## src/rtl/wbarbiter2.sv

```systemverilog
// Two-master, one-slave Wishbone arbiter with round-robin grant held for a whole
// bus cycle, plus a per-grant watchdog that answers a hung strobe with err.
module wbarbiter2 #(
    parameter int unsigned AW      = 32,
    parameter int unsigned DW      = 32,
    parameter int unsigned TIMEOUT = 255
) (
    input  logic            wb_clk_i,
    input  logic            wb_reset_ni,

    input  logic [AW-1:0]   m0_adr_i,
    input  logic [DW-1:0]   m0_dat_i,
    output logic [DW-1:0]   m0_dat_o,
    input  logic            m0_we_i,
    input  logic [DW/8-1:0] m0_sel_i,
    input  logic            m0_cyc_i,
    input  logic            m0_stb_i,
    output logic            m0_ack_o,
    output logic            m0_err_o,

    input  logic [AW-1:0]   m1_adr_i,
    input  logic [DW-1:0]   m1_dat_i,
    output logic [DW-1:0]   m1_dat_o,
    input  logic            m1_we_i,
    input  logic [DW/8-1:0] m1_sel_i,
    input  logic            m1_cyc_i,
    input  logic            m1_stb_i,
    output logic            m1_ack_o,
    output logic            m1_err_o,

    output logic [AW-1:0]   s_adr_o,
    output logic [DW-1:0]   s_dat_o,
    output logic            s_we_o,
    output logic [DW/8-1:0] s_sel_o,
    output logic            s_cyc_o,
    output logic            s_stb_o,
    input  logic [DW-1:0]   s_dat_i,
    input  logic            s_ack_i
);

    localparam int unsigned CW = $clog2(TIMEOUT + 1);

    typedef enum logic [1:0] {IDLE, GNT0, GNT1} state_t;

    state_t          state;
    logic            last;
    logic [CW-1:0]   cnt;
    logic [CW-1:0]   cnt_upd;
    logic            gnt0;
    logic            gnt1;
    logic            gnt_stb;
    logic            timeout_hit;

    assign gnt0        = (state == GNT0);
    assign gnt1        = (state == GNT1);
    assign gnt_stb     = (gnt0 & m0_cyc_i & m0_stb_i) | (gnt1 & m1_cyc_i & m1_stb_i);
    // An ack arriving on the final watchdog cycle takes precedence over err.
    assign timeout_hit = gnt_stb & (cnt == CW'(TIMEOUT)) & ~s_ack_i;

    // Watchdog counts only while the granted strobe waits unacknowledged.
    always_comb begin
        cnt_upd = cnt;
        if (s_ack_i || !gnt_stb || timeout_hit)
            cnt_upd = '0;
        else if (cnt != CW'(TIMEOUT))
            cnt_upd = cnt + CW'(1);
    end

    // Grant FSM; leaving or changing a grant always restarts the watchdog.
    always_ff @(posedge wb_clk_i) begin
        if (!wb_reset_ni) begin
            state <= IDLE;
            last  <= 1'b1;
            cnt   <= '0;
        end else begin
            cnt <= cnt_upd;
            unique case (state)
                IDLE: begin
                    cnt <= '0;
                    if (m0_cyc_i && (!m1_cyc_i || last)) begin
                        state <= GNT0;
                        last  <= 1'b0;
                    end else if (m1_cyc_i) begin
                        state <= GNT1;
                        last  <= 1'b1;
                    end
                end
                GNT0: begin
                    if (!m0_cyc_i) begin
                        cnt <= '0;
                        if (m1_cyc_i) begin
                            state <= GNT1;
                            last  <= 1'b1;
                        end else begin
                            state <= IDLE;
                        end
                    end
                end
                GNT1: begin
                    if (!m1_cyc_i) begin
                        cnt <= '0;
                        if (m0_cyc_i) begin
                            state <= GNT0;
                            last  <= 1'b0;
                        end else begin
                            state <= IDLE;
                        end
                    end
                end
                default: state <= IDLE;
            endcase
        end
    end

    // Slave request mux; IDLE presents master 0's payload with cyc/stb low.
    always_comb begin
        s_adr_o = m0_adr_i;
        s_dat_o = m0_dat_i;
        s_we_o  = m0_we_i;
        s_sel_o = m0_sel_i;
        s_cyc_o = 1'b0;
        if (gnt1) begin
            s_adr_o = m1_adr_i;
            s_dat_o = m1_dat_i;
            s_we_o  = m1_we_i;
            s_sel_o = m1_sel_i;
            s_cyc_o = m1_cyc_i;
        end else if (gnt0) begin
            s_cyc_o = m0_cyc_i;
        end
        s_stb_o = gnt_stb & ~timeout_hit;
    end

    assign m0_dat_o = s_dat_i;
    assign m1_dat_o = s_dat_i;
    assign m0_ack_o = s_ack_i & gnt0;
    assign m1_ack_o = s_ack_i & gnt1;
    assign m0_err_o = timeout_hit & gnt0;
    assign m1_err_o = timeout_hit & gnt1;

endmodule
```

## config.mk

```make
export PLATFORM = sky130hd
export DESIGN_NAME = wbarbiter2
export DESIGN_NICKNAME = d
export VERILOG_FILES = /design/src/rtl/wbarbiter2.sv
export SDC_FILE = /design/constraint.sdc
export NUM_CORES = 1
export LEC_CHECK = 0
export CELL_PAD_IN_SITES_DETAIL_PLACEMENT = 1
export CELL_PAD_IN_SITES_GLOBAL_PLACEMENT = 2
export CORE_MARGIN = 5
export CORE_UTILIZATION = 10
export DETAILED_ROUTE_END_ITERATION = 7
export MAX_ROUTING_LAYER = met4
export PLACE_DENSITY_LB_ADDON = 0.1
export SYNTH_ARGS = -nofsm -noshare
export SYNTH_HDL_FRONTEND = slang
export SYNTH_SLANG_ARGS = --single-unit
```

## constraint.sdc

```tcl
create_clock -name wb_clk_i -period 3.65 [get_ports wb_clk_i]
set_input_delay 0.73 -clock wb_clk_i [delete_from_list [all_inputs] [get_ports wb_clk_i]]
set_output_delay 0.73 -clock wb_clk_i [all_outputs]
set_load 0.005 [all_outputs]
```

==> results.sh, run 1 <==
export IMPL_holdBufCountCts=0
export IMPL_place_gp_congestion=0.712
export IMPL_gr_total_overflow=0
export IMPL_cts_buffer_depth=2
export IMPL_cts_root_buf="clkbuf_16"
export IMPL_clock_sinks=11
export IMPL_synth_seq_area_share_pct=11.3
export IMPL_ys_types=29
export IMPL_netlist_area_sq_um=1950
export IMPL_cts_max_level=1
export IMPL_die_h_microns=150
export IMPL_ys_top_cells_by_area="mux2_2 (40%), buf_4 (27%), dfxtp_1 (11%)"
export IMPL_grt_total_usage_pct=10.3
export IMPL_rows=51
export IMPL_io_buffers=219
export IMPL_synth_fp_nets=397
export IMPL_synth_cells=215
export IMPL_place_hpwl_microns=10900
export IMPL_dp_slack_ps=500
export IMPL_grt_pass1_vias=2186
export IMPL_start_util_pct=10.1
export IMPL_pin_count=316
export IMPL_grt_max_degree=50
export IMPL_avgSynthCellArea_sq_um=9.07
export IMPL_synth_top_cell_area_share_pct=39.8
export IMPL_die_x_microns=150
export IMPL_synth_largest_area_cell="mux2_2"
export IMPL_failed_stage="detailed routing (5_2_route)"
export IMPL_antenna_found_initial=7
export IMPL_error_line="[ERROR DRT-0255] Maze Route cannot find path of net s_dat_i[25] in worker of routeBox ( 96600 96600 ) ( 149665 149665 )."
export IMPL_synth_seq_cells=11
export IMPL_grt_first_pass_wirelength_microns=16400
export IMPL_cts_resized_gates=0
export IMPL_status="aborted with a tool error"
export IMPL_ys_warn_count=0
export IMPL_postCtsSetupBuffers=0
export IMPL_numCtsBuffers=3
## synthesized netlist by cell type, drive strengths merged
library cell / count
buf: 72
mux2: 69
dfxtp: 11
nor2: 11
inv: 6
and3: 5
ha: 5
nand2: 5
xor2: 5
o21ai: 4
nand3: 3
nor2b: 3
a32oi: 2
and2: 2
and4: 2
o311ai: 2
a21o: 1
a21oi: 1
a221oi: 1
and2b: 1
nand4: 1
o22ai: 1
or2: 1
xnor2: 1
## cell families after synthesis
group           share of synthesized area, %
buf+inv                                 28.6
mux                                     39.8
simple gates                            9.43
compound gates                          4.94
flops                                   11.3
xor+xnor                                2.69
fa+ha+maj                               3.21
## metal layers
metal	track usage, %
met5	-
met2	19.2
met4	0.640
met1	10.3
met3	4.97
## per-stage QoR
| step | instance area, sq um | util, % | hold slack, ps | cells |
|---|---|---|---|---|
| global route | 4080 | 21.1 | 545 | 641 |
| floorplan | 1950 | - | 442 | 215 |
| detailed placement | 3990 | 20.6 | 486 | 630 |
| global placement | 3990 | 20.6 | 472 | 630 |
| CTS | 4070 | 21.0 | 499 | 634 |
==> inputs of run 2 (changes only) <==
CELL_PAD_IN_SITES_DETAIL_PLACEMENT = unset   (was 1)
CELL_PAD_IN_SITES_GLOBAL_PLACEMENT = unset   (was 2)
CORE_AREA = 5 5 121 123   (was unset)
CORE_MARGIN = unset   (was 5)
CORE_UTILIZATION = unset   (was 10)
DIE_AREA = 0 0 126 128   (was unset)
MAX_ROUTING_LAYER = unset   (was met4)
PLACE_DENSITY_LB_ADDON = 0.15   (was 0.1)
==> results.sh, run 2 <==
export IMPL_routed_top_layer="met4"
export IMPL_worstPathCellList="clkdlybuf4s50_1 > and3_2 > nor2_1 > nor2_1 > and3_2 > clkdlybuf4s50_1"
export IMPL_ys_warn_count=0
export IMPL_start_util_pct=14.4
export IMPL_largest_reg_flops=8
export IMPL_top_register="cnt"
export IMPL_netlist_area_sq_um=1950
export IMPL_setup_violations=0
export IMPL_hold_violations=0
export IMPL_dr_wl_met3_microns=763
export IMPL_rsz0062_at_grt="no"
export IMPL_yosysMostFrequentCell="buf_4"
export IMPL_ys_types=29
export IMPL_rrSetupSlack_ps=1780
export IMPL_cp_depth=6
export IMPL_fin_tns_setup_ps=0
export IMPL_max_cap_viol_count=0
export IMPL_worst_path_max_delay_cell="clkdlybuf4s50_1"
export IMPL_hold_class="flop to flop"
export IMPL_clock_sinks=11
export IMPL_numCtsBuffers=3
export IMPL_drv_slew=0
export IMPL_final_cell_mix="clkdlybuf4s50_1 (219), mux2_2 (69), nor2_1 (11), dfxtp_1 (11), inv_1 (6)"
export IMPL_ys_flop_type="dfxtp_1"
export IMPL_cts_root_buf="clkbuf_16"
export IMPL_post_drt_via_cell_ratio=3.69
export IMPL_synthAdderAreaFrac_pct=3.21
export IMPL_cts_buffer_depth=2
export IMPL_vdd_ir_drop_max_mv=0.233
export IMPL_post_route_min_period_ps=3240
export IMPL_synth_seq_cells=11
export IMPL_wirelength_microns=9260
export IMPL_worstRegToRegCells=6
export IMPL_pin_count=316
export IMPL_synth_fp_nets=397
export IMPL_io_buffers=219
export IMPL_p_leak_nw=1.42
export IMPL_ys_top_cells_by_area="mux2_2 (40%), buf_4 (27%), dfxtp_1 (11%)"
export IMPL_synth_edff_count=0
export IMPL_die_x_microns=126
export IMPL_diodes=0
export IMPL_max_slew_margin_pct=65.0
export IMPL_synth_simple_gate_area_share_pct=9.43
export IMPL_status="finished, final reports clean"
export IMPL_path_delay_family="buffers and inverters"
export IMPL_synth_top_cell_area_share_pct=39.8
export IMPL_synth_largest_area_cell="mux2_2"
export IMPL_initialDrtViolationCount=41
export IMPL_ant_nets=0
export IMPL_grt_max_degree=49
export IMPL_cp_slowest_stage_delay_ps=620
export IMPL_skew_ps=3.58
export IMPL_postCtsSetupBuffers=0
export IMPL_holdBufCountCts=0
export IMPL_gr_total_overflow=0
export IMPL_cp_required_ps=2920
export IMPL_reg2reg_from="state[0]"
export IMPL_num_fill_cells=1444
export IMPL_reg_top3="cnt (8), state (2), last (1)"
export IMPL_synth_async_reset_ratio_pct=0
export IMPL_vias=2019
export IMPL_path_max_fanout=7
export IMPL_wl_per_cell_microns=16.9
export IMPL_synth_cells=215
export IMPL_crit_arrival_ps=2510
export IMPL_grt_first_pass_wirelength_microns=13400
export IMPL_hold_ws_ps=484
export IMPL_final_common_cell="clkdlybuf4s50_1"
export IMPL_worstSetupPathType="primary input to output port"
export IMPL_end_kind="output port"
export IMPL_worstMarginPinSlew_ps=518
export IMPL_cts_max_level=1
export IMPL_worstHoldPathCells=1
export IMPL_clk_pin_slew_worst_paths_ps=50
export IMPL_synthMuxAreaShare_pct=39.8
export IMPL_dpl_cell_area_sq_um=3860
export IMPL_timing_critical_path_buf_inv=2
export IMPL_grt_pass1_vias=2145
export IMPL_stdcell_area_sq_um=3950
export IMPL_rows=43
export IMPL_cts_tree="done"
export IMPL_drc=0
export IMPL_synth_top_cells_by_count="buf_4 (70), mux2_2 (69), dfxtp_1 (11), nor2_1 (11), inv_1 (6)"
export IMPL_antenna_found_initial=0
export IMPL_die_h_microns=128
export IMPL_synthToLayoutAreaGrowth_pct=102
export IMPL_synth_seq_area_share_pct=11.3
export IMPL_start_kind="primary input"
export IMPL_timing_fmax_mhz=308
export IMPL_die_area_sq_um=16100
export IMPL_final_nets=550
export IMPL_place_hpwl_microns=7940
export IMPL_first_pass_iters=4
export IMPL_drive_gt1_share_pct=22.6
export IMPL_synth_top_family_by_area="multiplexers"
export IMPL_crit_start="m0_cyc_i"
export IMPL_clk_latency_ps=240
export IMPL_synth_compound_area_share_pct=4.94
export IMPL_period_share_pct=88.8
export IMPL_place_gp_congestion=0.764
export IMPL_crit_path_end="m0_err_o"
export IMPL_fin_cells=547
export IMPL_avgSynthCellArea_sq_um=9.07
export IMPL_drt_met1_wl_microns=3860
export IMPL_wl_met2_microns=4560
export IMPL_synthXorXnorAreaFrac_pct=2.69
export IMPL_grt_total_usage_pct=10.4
export IMPL_power_density_nw_per_um2=250
export IMPL_placed_cells=543
export IMPL_reg2reg_to="last"
export IMPL_cts_resized_gates=0
export IMPL_coreArea_sq_um=13600
## run 2: cell counts after synthesis
Identical to the previous run, type by type.
## run 2: cell families after synthesis
| family | Yosys count |
|---|---|
| xor+xnor | 6 |
| buf+inv | 78 |
| fa+ha+maj | 5 |
| flops | 11 |
| mux | 69 |
| simple gates | 34 |
| compound gates | 12 |
## run 2: area by class of cell
type	count	area, sq um	share of cell area, %
Clock buffer	3	75.1	1.90
Timing Repair Buffer	220	2210	56.1
Tap cell	180	225	5.71
Sequential cell	11	220	5.58
Multi-Input combinational cell	126	1180	30.0
Inverter	6	22.5	0.571
Clock inverter	1	5.00	0.127
## run 2: stage by stage
stage	setup WS, ps	utilization (%)	power, W
finish	408	29.1	0.000985
global route	277	29.1	0.00104
CTS	402	29.1	0.00100
detailed placement	406	28.5	0.000794
global placement	421	28.5	0.000795
floorplan	1580	-	0.000442
## run 2: layer usage
metal,track usage [%],up-vias
met5,0,-
met2,18.1,120
met1,12.9,908
met3,3.08,7
met4,1.96,0
li1,-,984
## run 2: report_power, final
group | internal [W] | switching, W | leakage, nW
logic | 0.000442 | 0.000203 | 1.29
registers | 0.000129 | 0.00000906 | 0.0893
clock network | 0.000145 | 0.0000572 | 0.0409
## run 2: how the worst min path moves through the flow
stage | start | to | slack [ps]
finish | cnt[0] | cnt[0] | 480
global route | cnt[0] | cnt[0] | 510
CTS | cnt[0] | cnt[0] | 490
detailed placement | cnt[0] | cnt[0] | 480
global placement | cnt[0] | cnt[0] | 470
floorplan | cnt[0] | cnt[0] | 440
## run 2: worst register-to-register path, cell delays in order, from the launching register on
cell	delay (ps)
dfxtp_1	380
inv_1	110
ha_4	300
buf_12	250
a221oi_2	380
o21ai_2	100
o311ai_1	260
No activity file was read; power rests on OpenSTA's default activity.
